### config.mk
export PLATFORM = sky130hd
export DESIGN_NAME = text_overlay_16x2_flat
export DESIGN_NICKNAME = d
export VERILOG_FILES = /design/src/rtl/text_overlay_16x2_pkg.sv /design/src/rtl/text_overlay_16x2_if.sv /design/src/rtl/text_overlay_16x2_sync_delay.sv /design/src/rtl/text_overlay_16x2.sv /design/src/flat_wrapper.sv
export SDC_FILE = /design/constraint.sdc
export NUM_CORES = 1
export LEC_CHECK = 0
export BUFFER_PORTS_ARGS = -buffer_cell sky130_fd_sc_hd__buf_2
export CORE_MARGIN = 8
export CORE_UTILIZATION = 40
export DETAILED_ROUTE_END_ITERATION = 8
export PLACE_DENSITY = 0.74
export RECOVER_POWER = 100
export SETUP_SLACK_MARGIN = 0.2
export SYNTH_ARGS = -nofsm -noshare
export SYNTH_HDL_FRONTEND = slang
export SYNTH_HIERARCHICAL = 1
export SYNTH_SLANG_ARGS = --single-unit
### constraint.sdc
create_clock -name clk -period 1.2 [get_ports clk]
set_clock_uncertainty 0.15 [all_clocks]
set_input_delay 0.12 -clock clk [delete_from_list [all_inputs] [get_ports clk]]
set_output_delay 0.12 -clock clk [all_outputs]
set_load 0.05 [all_outputs]
### src/rtl/text_overlay_16x2_pkg.sv
// Shared constants and char_xy layout for the 16x2 text panel, common to the
// overlay renderer and the easy/hard char ROM variants.
package text_overlay_16x2_pkg;

  localparam int TEXT_COLS  = 16;
  localparam int TEXT_ROWS  = 2;
  localparam int GLYPH_W    = 8;
  localparam int GLYPH_H    = 16;
  localparam int DEF_X0     = 192;
  localparam int DEF_Y0     = 208;
  localparam int SYNC_DELAY = 3;

  typedef struct packed {
    logic [2:0] rsvd;
    logic       row;
    logic [3:0] col;
  } char_xy_t;

  function automatic char_xy_t pack_char_xy(input logic row, input logic [3:0] col);
    char_xy_t c;
    c.rsvd = 3'b000;
    c.row  = row;
    c.col  = col;
    return c;
  endfunction

endpackage

### src/rtl/text_overlay_16x2_if.sv
// Pixel stream, char/font ROM lookups and rendered outputs of the text overlay.
interface text_overlay_16x2_if;

  logic [9:0]  pixel_x;
  logic [9:0]  pixel_y;
  logic        video_on_in;
  logic        hsync_in;
  logic        vsync_in;
  logic        blink_en;
  logic [7:0]  char_xy;
  logic [6:0]  char_code;
  logic [10:0] font_addr;
  logic [7:0]  font_data;
  logic        text_on;
  logic [11:0] rgb;
  logic        video_on_out;
  logic        hsync_out;
  logic        vsync_out;

  modport slave (
    input  pixel_x, pixel_y, video_on_in, hsync_in, vsync_in, blink_en,
    input  char_code, font_data,
    output char_xy, font_addr, text_on, rgb, video_on_out, hsync_out, vsync_out
  );

  modport master (
    output pixel_x, pixel_y, video_on_in, hsync_in, vsync_in, blink_en,
    output char_code, font_data,
    input  char_xy, font_addr, text_on, rgb, video_on_out, hsync_out, vsync_out
  );

endinterface

### src/rtl/text_overlay_16x2_sync_delay.sv
// N-deep shift of video_on/hsync/vsync so they stay aligned with the rendered pixel.
module text_sync_delay #(
  parameter int N = 3
) (
  input  logic clk,
  input  logic reset_n,
  input  logic video_on_i,
  input  logic hsync_i,
  input  logic vsync_i,
  output logic video_on_o,
  output logic hsync_o,
  output logic vsync_o
);

  logic [N-1:0] video_on_q;
  logic [N-1:0] hsync_q;
  logic [N-1:0] vsync_q;

  // Syncs are active-low, so their idle/reset level is 1.
  always_ff @(posedge clk) begin
    if (!reset_n) begin
      video_on_q <= '0;
      hsync_q    <= '1;
      vsync_q    <= '1;
    end else begin
      video_on_q[0] <= video_on_i;
      hsync_q[0]    <= hsync_i;
      vsync_q[0]    <= vsync_i;
      for (int i = 1; i < N; i++) begin
        video_on_q[i] <= video_on_q[i-1];
        hsync_q[i]    <= hsync_q[i-1];
        vsync_q[i]    <= vsync_q[i-1];
      end
    end
  end

  assign video_on_o = video_on_q[N-1];
  assign hsync_o    = hsync_q[N-1];
  assign vsync_o    = vsync_q[N-1];

endmodule

### src/rtl/text_overlay_16x2.sv
// Three-stage pixel renderer for the 16x2 text panel: char lookup, font lookup,
// glyph bit select with optional frame-counted blink.
module text_overlay_16x2
  import text_overlay_16x2_pkg::*;
#(
  parameter int          X0         = DEF_X0,
  parameter int          Y0         = DEF_Y0,
  parameter int          SCALE_LOG2 = 1,
  parameter int          BLINK_LOG2 = 5,
  parameter logic [11:0] FG_RGB     = 12'hFFF
) (
  input  logic clk,
  input  logic reset_n,
  text_overlay_16x2_if.slave bus
);

  localparam int GROW_W  = $clog2(GLYPH_H);
  localparam int PANEL_W = (TEXT_COLS * GLYPH_W) << SCALE_LOG2;
  localparam int PANEL_H = (TEXT_ROWS * GLYPH_H) << SCALE_LOG2;
  localparam logic [10:0] X_LO = 11'(X0);
  localparam logic [10:0] X_HI = 11'(X0 + PANEL_W);
  localparam logic [10:0] Y_LO = 11'(Y0);
  localparam logic [10:0] Y_HI = 11'(Y0 + PANEL_H);

  function automatic logic glyph_bit(input logic [7:0] row_bits, input logic [2:0] gcol);
    return row_bits[3'd7 - gcol];
  endfunction

  logic [9:0]        dx, dy, col_sh, row_sh, gcol_sh, grow_sh;
  logic              in_panel;
  logic [7:0]        char_xy_d, char_xy_q;
  logic              in_panel_p1_d, in_panel_p1_q;
  logic [2:0]        gcol_p1_d, gcol_p1_q;
  logic [GROW_W-1:0] grow_p1_d, grow_p1_q;
  logic [10:0]       font_addr_d, font_addr_q;
  logic              in_panel_p2_d, in_panel_p2_q;
  logic [2:0]        gcol_p2_d, gcol_p2_q;
  logic              text_on_d, text_on_q;
  logic [11:0]       rgb_d, rgb_q;
  logic              vsync_prev_d, vsync_prev_q;
  logic [BLINK_LOG2:0] frame_cnt_d, frame_cnt_q;

  always_comb begin
    dx       = bus.pixel_x - 10'(X0);
    dy       = bus.pixel_y - 10'(Y0);
    col_sh   = dx >> (3 + SCALE_LOG2);
    row_sh   = dy >> (4 + SCALE_LOG2);
    gcol_sh  = dx >> SCALE_LOG2;
    grow_sh  = dy >> SCALE_LOG2;
    in_panel = ({1'b0, bus.pixel_x} >= X_LO) && ({1'b0, bus.pixel_x} < X_HI) &&
               ({1'b0, bus.pixel_y} >= Y_LO) && ({1'b0, bus.pixel_y} < Y_HI) &&
               bus.video_on_in;

    // Stage 1: pixel coordinate -> char ROM address
    char_xy_d     = in_panel ? 8'(pack_char_xy(row_sh[0], col_sh[3:0])) : 8'h00;
    in_panel_p1_d = in_panel;
    gcol_p1_d     = gcol_sh[2:0];
    grow_p1_d     = grow_sh[GROW_W-1:0];

    // Stage 2: char code -> font ROM address
    font_addr_d   = {bus.char_code, grow_p1_q};
    in_panel_p2_d = in_panel_p1_q;
    gcol_p2_d     = gcol_p1_q;

    // Stage 3: glyph bit select and blink gating
    text_on_d = in_panel_p2_q & glyph_bit(bus.font_data, gcol_p2_q) &
                ~(bus.blink_en & frame_cnt_q[BLINK_LOG2]);
    rgb_d     = text_on_d ? FG_RGB : 12'h000;

    vsync_prev_d = bus.vsync_in;
    frame_cnt_d  = (vsync_prev_q & ~bus.vsync_in) ? frame_cnt_q + 1'b1 : frame_cnt_q;
  end

  always_ff @(posedge clk) begin
    if (!reset_n) begin
      char_xy_q     <= '0;
      in_panel_p1_q <= 1'b0;
      gcol_p1_q     <= '0;
      grow_p1_q     <= '0;
      font_addr_q   <= '0;
      in_panel_p2_q <= 1'b0;
      gcol_p2_q     <= '0;
      text_on_q     <= 1'b0;
      rgb_q         <= '0;
      vsync_prev_q  <= 1'b0;
      frame_cnt_q   <= '0;
    end else begin
      char_xy_q     <= char_xy_d;
      in_panel_p1_q <= in_panel_p1_d;
      gcol_p1_q     <= gcol_p1_d;
      grow_p1_q     <= grow_p1_d;
      font_addr_q   <= font_addr_d;
      in_panel_p2_q <= in_panel_p2_d;
      gcol_p2_q     <= gcol_p2_d;
      text_on_q     <= text_on_d;
      rgb_q         <= rgb_d;
      vsync_prev_q  <= vsync_prev_d;
      frame_cnt_q   <= frame_cnt_d;
    end
  end

  assign bus.char_xy   = char_xy_q;
  assign bus.font_addr = font_addr_q;
  assign bus.text_on   = text_on_q;
  assign bus.rgb       = rgb_q;

  text_sync_delay #(.N(SYNC_DELAY)) u_sync_delay (
    .clk        (clk),
    .reset_n    (reset_n),
    .video_on_i (bus.video_on_in),
    .hsync_i    (bus.hsync_in),
    .vsync_i    (bus.vsync_in),
    .video_on_o (bus.video_on_out),
    .hsync_o    (bus.hsync_out),
    .vsync_o    (bus.vsync_out)
  );

endmodule

### src/flat_wrapper.sv
// flat-port wrapper written by rule: the top's interface ports become plain ports
module text_overlay_16x2_flat import text_overlay_16x2_pkg::*;
#(
  parameter int          X0         = DEF_X0,
  parameter int          Y0         = DEF_Y0,
  parameter int          SCALE_LOG2 = 1,
  parameter int          BLINK_LOG2 = 5,
  parameter logic [11:0] FG_RGB     = 12'hFFF
)
  (clk, reset_n, bus_pixel_x, bus_pixel_y, bus_video_on_in, bus_hsync_in, bus_vsync_in, bus_blink_en, bus_char_code, bus_font_data, bus_char_xy, bus_font_addr, bus_text_on, bus_rgb, bus_video_on_out, bus_hsync_out, bus_vsync_out);
  text_overlay_16x2_if bus_i ();
  input  logic clk;
  input  logic reset_n;
  input wire logic [$bits(bus_i.pixel_x)-1:0] bus_pixel_x;
  input wire logic [$bits(bus_i.pixel_y)-1:0] bus_pixel_y;
  input wire logic [$bits(bus_i.video_on_in)-1:0] bus_video_on_in;
  input wire logic [$bits(bus_i.hsync_in)-1:0] bus_hsync_in;
  input wire logic [$bits(bus_i.vsync_in)-1:0] bus_vsync_in;
  input wire logic [$bits(bus_i.blink_en)-1:0] bus_blink_en;
  input wire logic [$bits(bus_i.char_code)-1:0] bus_char_code;
  input wire logic [$bits(bus_i.font_data)-1:0] bus_font_data;
  output wire logic [$bits(bus_i.char_xy)-1:0] bus_char_xy;
  output wire logic [$bits(bus_i.font_addr)-1:0] bus_font_addr;
  output wire logic [$bits(bus_i.text_on)-1:0] bus_text_on;
  output wire logic [$bits(bus_i.rgb)-1:0] bus_rgb;
  output wire logic [$bits(bus_i.video_on_out)-1:0] bus_video_on_out;
  output wire logic [$bits(bus_i.hsync_out)-1:0] bus_hsync_out;
  output wire logic [$bits(bus_i.vsync_out)-1:0] bus_vsync_out;
  assign bus_i.pixel_x = bus_pixel_x;
  assign bus_i.pixel_y = bus_pixel_y;
  assign bus_i.video_on_in = bus_video_on_in;
  assign bus_i.hsync_in = bus_hsync_in;
  assign bus_i.vsync_in = bus_vsync_in;
  assign bus_i.blink_en = bus_blink_en;
  assign bus_i.char_code = bus_char_code;
  assign bus_i.font_data = bus_font_data;
  assign bus_char_xy = bus_i.char_xy;
  assign bus_font_addr = bus_i.font_addr;
  assign bus_text_on = bus_i.text_on;
  assign bus_rgb = bus_i.rgb;
  assign bus_video_on_out = bus_i.video_on_out;
  assign bus_hsync_out = bus_i.hsync_out;
  assign bus_vsync_out = bus_i.vsync_out;
  text_overlay_16x2 #(.X0(X0), .Y0(Y0), .SCALE_LOG2(SCALE_LOG2), .BLINK_LOG2(BLINK_LOG2), .FG_RGB(FG_RGB)) u_core (.clk(clk), .reset_n(reset_n), .bus(bus_i));
endmodule
# == After elaboration in Yosys (flattened, before gate mapping) ==
# Cells that the tools add are included.
# totals
register_bits,60
out_inout_bits,35
wordCells,38
# classes
add_sub_neg,4
order_cmp,5
mux,3
bitwise_logic,6
n_reduce_logical,5
# ops
cell,n
$ge 10x8->1 const B,2
$lt 10x9->1 const B,2
$mux 12,1
$sub 8x8->8 const B,1
$add 6x1->6 const B,1
$sub 6x5->6 const B,1
$and 1x1->1,4
$logic_and 1x1->1,4
$lt 3x4->1 const B,1
$bmux 1 s3,1
$sub 3x3->3 const A,1
$not 1->1,2
$reduce_and 2->1,1
$mux 1,1

# == Longest topological paths before layout ==
# depth
ltp_word,6
ltp_mapped,5
depth_no_buf,5

# == Hierarchy ==
# Netlist, hierarchy kept.
# modules_own_cells
mod,instances,cells_per_inst,area_per_inst_um2,seq_area_each_um2
text_overlay_16x2,1,123,1340.0,720.7
text_sync_delay,1,18,236.5,180.2

# == Least setup slack after synthesis ==
# Ideal clock, no wire load.
# synth_path
path_kind,register -> output
start,"register, netlist name u_core/bus.rgb[10]"
end,output bus_rgb[0]
t_arrival_ns,1.105
t_required_ns,0.930
setup_slack_ns,-0.175
stages_incl_launch_ff,2
path_buffers,1
path_cell_list,dfxtp_1 > buf_4
# synth_lines
element,line,text
"end, declared",flat_wrapper.sv:25,output wire logic [$bits(bus_i.rgb)-1:0] bus_rgb;

# == Worst setup path after layout ==
# layout_path
start,register u_core.gcol_p2_q[0]
end,"register u_core.rgb_q[10], in the netlist u_core/bus.rgb[10]"
# layout_via
elab_chain_cells,6
# layout_rtl
element,line,text
"start, declared",text_overlay_16x2.sv:37,"logic [2:0] gcol_p2_d, gcol_p2_q;"
"start signal, assigned",text_overlay_16x2.sv:94,gcol_p2_q <= gcol_p2_d;
$sub 3x3->3,text_overlay_16x2.sv:26,return row_bits[3'd7 - gcol];
$bmux 1 s3,text_overlay_16x2.sv:26,
$mux 1 (implied by the code),text_overlay_16x2.sv:26,
$and 1x1->1 (2 in series),text_overlay_16x2.sv:66,"text_on_d = in_panel_p2_q & glyph_bit(bus.font_data, gcol_p2_q) &"
$mux 12,text_overlay_16x2.sv:68,rgb_d = text_on_d ? FG_RGB : 12'h000;
"end signal, assigned",text_overlay_16x2.sv:96,rgb_q <= rgb_d;
"end, declared",text_overlay_16x2.sv:39,"logic [11:0] rgb_d, rgb_q;"
# No other way between the ends. The select of a mux whose other input is x is not followed.
# A chain may end at the register's enable or synchronous reset.

==> flow_metrics.env <==
export IMPL_status="finished, violations left"
export IMPL_violations="negative setup slack"
export IMPL_critPathLaunch="u_core/gcol_p2_q[0]"
export IMPL_slew_limit_headroom=0.661
export IMPL_final_hold_viol_count=0
export IMPL_ir_worst_vdd_uv=700
export IMPL_synth_edf_count=0
export IMPL_grt_max_degree=34
export IMPL_routed_via_density=4.44
export IMPL_r2r_start="u_core/gcol_p2_q[0]"
export IMPL_crit_cells=3
export IMPL_gp_congestion=0.720
export IMPL_yosys_warnings=6
export IMPL_ant_nets=0
export IMPL_layout_drive_gt1_share=0.579
export IMPL_crit_buf_inv=0
export IMPL_critical_path_top_delay_family="multiplexers"
export IMPL_n_antenna_cell=0
export IMPL_first_pass_iters=4
export IMPL_synthCells=141
export IMPL_io_buffer_count=71
export IMPL_hold_worst_slack_ns=0.0131
export IMPL_post_place_ws_ns=-0.184
export IMPL_via_count=1318
export IMPL_core_sq_um=3880
export IMPL_htree_levels=2
export IMPL_ff2ff_setup_slack_ns=-0.18
export IMPL_fp_dieH_microns=78.8
export IMPL_grt_pass1_wl_microns=6530
export IMPL_fmax_mhz=725
export IMPL_cp_endpoint="u_core/bus.rgb[10]"
export IMPL_synth_most_common_cell="dfxtp_1"
export IMPL_maxSlewViolCount=0
export IMPL_routed_wl_microns=4400
export IMPL_crit_fanout=2
export IMPL_path_class="reg -> reg"
export IMPL_reg2regPathDepth=3
export IMPL_path_cells="mux4_2 > mux2i_1 > a211oi_1"
export IMPL_synth_common_cells="dfxtp_1 (45), and2_1 (24), buf_4 (15), nand2b_1 (7), nor2_1 (5)"
export IMPL_yosysTopAreaCellShare=0.571
export IMPL_cp_slowest_cell="mux4_2"
export IMPL_ys_ff_latch=45
export IMPL_overflow=0
export IMPL_min_delay_path_class="in -> reg"
export IMPL_start_util=0.406
export IMPL_synth_async_reset_ratio=0
export IMPL_clk_latency_ns=0.30
export IMPL_cellLeakagePower_uw=0.00120
export IMPL_first_iter_violations=37
export IMPL_hpwl_microns=2620
export IMPL_antenna_found_initial=0
export IMPL_die_area_sq_um=6210
export IMPL_syn_area_sq_um=1580
export IMPL_synth_ff_type="dfxtp_1"
export IMPL_required_ns=1.24
export IMPL_syn2layout_area_growth_pct=71.2
export IMPL_ys_seq_area_frac=0.571
export IMPL_fin_crit_ns=1.38
export IMPL_numCtsBuffers=5
export IMPL_cap_violations=0
export IMPL_wire_per_inst_microns=14.8
export IMPL_crit_arrival_ns=1.42
export IMPL_synthTopCellsByArea="dfxtp_1 (57%), and2_1 (9.5%), buf_4 (7.1%)"
export IMPL_worstMarginPinSlew_ns=0.509
export IMPL_path_clk_slew_ns=0.09
export IMPL_setup_slack_ns=-0.180
export IMPL_rows=23
export IMPL_r2r_end="u_core/bus.rgb[10]"
export IMPL_critPathMaxStageDelay_ns=0.50
export IMPL_p_per_area_nw_per_um2=1190
export IMPL_avgSynthCellArea_sq_um=11.2
export IMPL_clkSinkCount=45
export IMPL_grt_pass1_vias=1336
export IMPL_crit_path_end_kind="flop"
export IMPL_die_x_microns=78.8
export IMPL_cp_start_kind="flop"
export IMPL_finalCritPeriodShare=1.15
export IMPL_drc=0
export IMPL_synth_cell_types=30
export IMPL_cts_tree="yes"
export IMPL_cts_root_buf="clkbuf_8"
export IMPL_synth_largest_area_cell="dfxtp_1"
export IMPL_track_usage=0.135
export IMPL_io_pins=76
export IMPL_grt_setup_unrepaired="true"
export IMPL_clockBufferDepth=2
export IMPL_nets=291
export IMPL_finalSetupViolCount=16
[worst register-to-register path: cells and delay by family (launching register included)]
family          cells  cell delay, ns
compound gates      1            0.07
flops               1            0.36
mux                 2            0.70
[routing by layer]
metal	GRT usage	routed length (microns)
met1	0.122	1490
met2	0.246	2440
met3	0.0711	399
met4	0.0574	74
met5	0	0
[worst min-delay path by stage]
stage | start | endpoint | slack, ns | cells past startpoint
finish | bus_pixel_y[4] | u_core/grow_p1_q[3] | 0.01 | 4
global route | bus_pixel_y[4] | u_core/grow_p1_q[3] | 0.01 | 4
CTS | bus_pixel_y[4] | u_core/bus.char_xy[4] | 0.03 | 4
detailed placement | bus_blink_en | u_core/bus.rgb[10] | 0.15 | 2
global placement | bus_blink_en | u_core/bus.rgb[10] | 0.15 | 2
floorplan | bus_pixel_y[4] | u_core/grow_p1_q[3] | 0.04 | 1
[what timing repair did]
action,in CTS,in global routing
resized for setup,120,27
endpoints found under the hold margin,21,0
pin swaps,2,6
endpoints found under the setup margin,43,43
buffers inserted,6,2
hold buffers,20,0
[cells by family (layout without fill, tap and decap cells)]
kind of cell,Yosys count,count (layout),synth area share
adders and majority gates,4,4,0.0317
xor gates and xnor gates,3,3,0.0167
and+or+nand+nor,55,55,0.220
other,1,3,0.00238
AOI/OAI and AO/OA,9,9,0.0333
buffers and inverters,20,124,0.0833
DFF,45,45,0.571
muxes,4,4,0.0413
[final cells by class]
type                    instances  area [sq um]
fillers                       302          1190
flip-flops and latches         45           941
repair buffers                113           908
multi-input cells              78           626
clock buffers                   6          93.8
well taps                      50          62.6
clock inverters                 2          38.8
inverters                       3          28.8
[layout by cell type, fill, tap and decap left out, drive strengths merged, types with 3 or more instances in the layout]
master       count
a21oi            4
and2            25
buf             72
clkbuf          27
conb             3
dfxtp           45
dlygate4sd3     20
ha               4
inv              3
nand2            3
nand2b           8
nor2             5
nor3b            3
xor2             3
[where the power goes]
part           switching, uW  total (uW)  internal [uW]  leakage [uW]
clock                    521        1270            754     0.0000669
sequential              19.6        1560           1540      0.000379
combinational            197         384            187      0.000753
[state kept, by name, summed over array words and instances (netlist names)]
signal and cells:
u_core/bus.font_addr 11, u_core/in_panel_p1_q 1, u_core/frame_cnt_q 6, u_core/bus.char_xy 5
u_core/u_sync_delay/hsync_q 3, u_core/gcol_p1_q 3, u_core/in_panel_p2_q 1, u_core/u_sync_delay/video_on_q 3
u_core/u_sync_delay/vsync_q 3, u_core/grow_p1_q 4, u_core/bus.rgb 1, u_core/vsync_prev_q 1
u_core/gcol_p2_q 3
[stage by stage]
step                      TNS [ns]  instance area (sq um)  total power [uW]   util  instances
final                        -1.13                   2700              3220  0.695        297
after floorplan            -0.0632                   1630              1780      -        143
after CTS                    -1.04                   2790              3290  0.719        295
after detailed placement     -1.13                   2040              1900  0.524        261
after global routing         -1.91                   2700              3350  0.695        297
after global placement      -0.660                   2040              1890  0.524        261
Note: power is estimated with default switching activity, not from simulation.
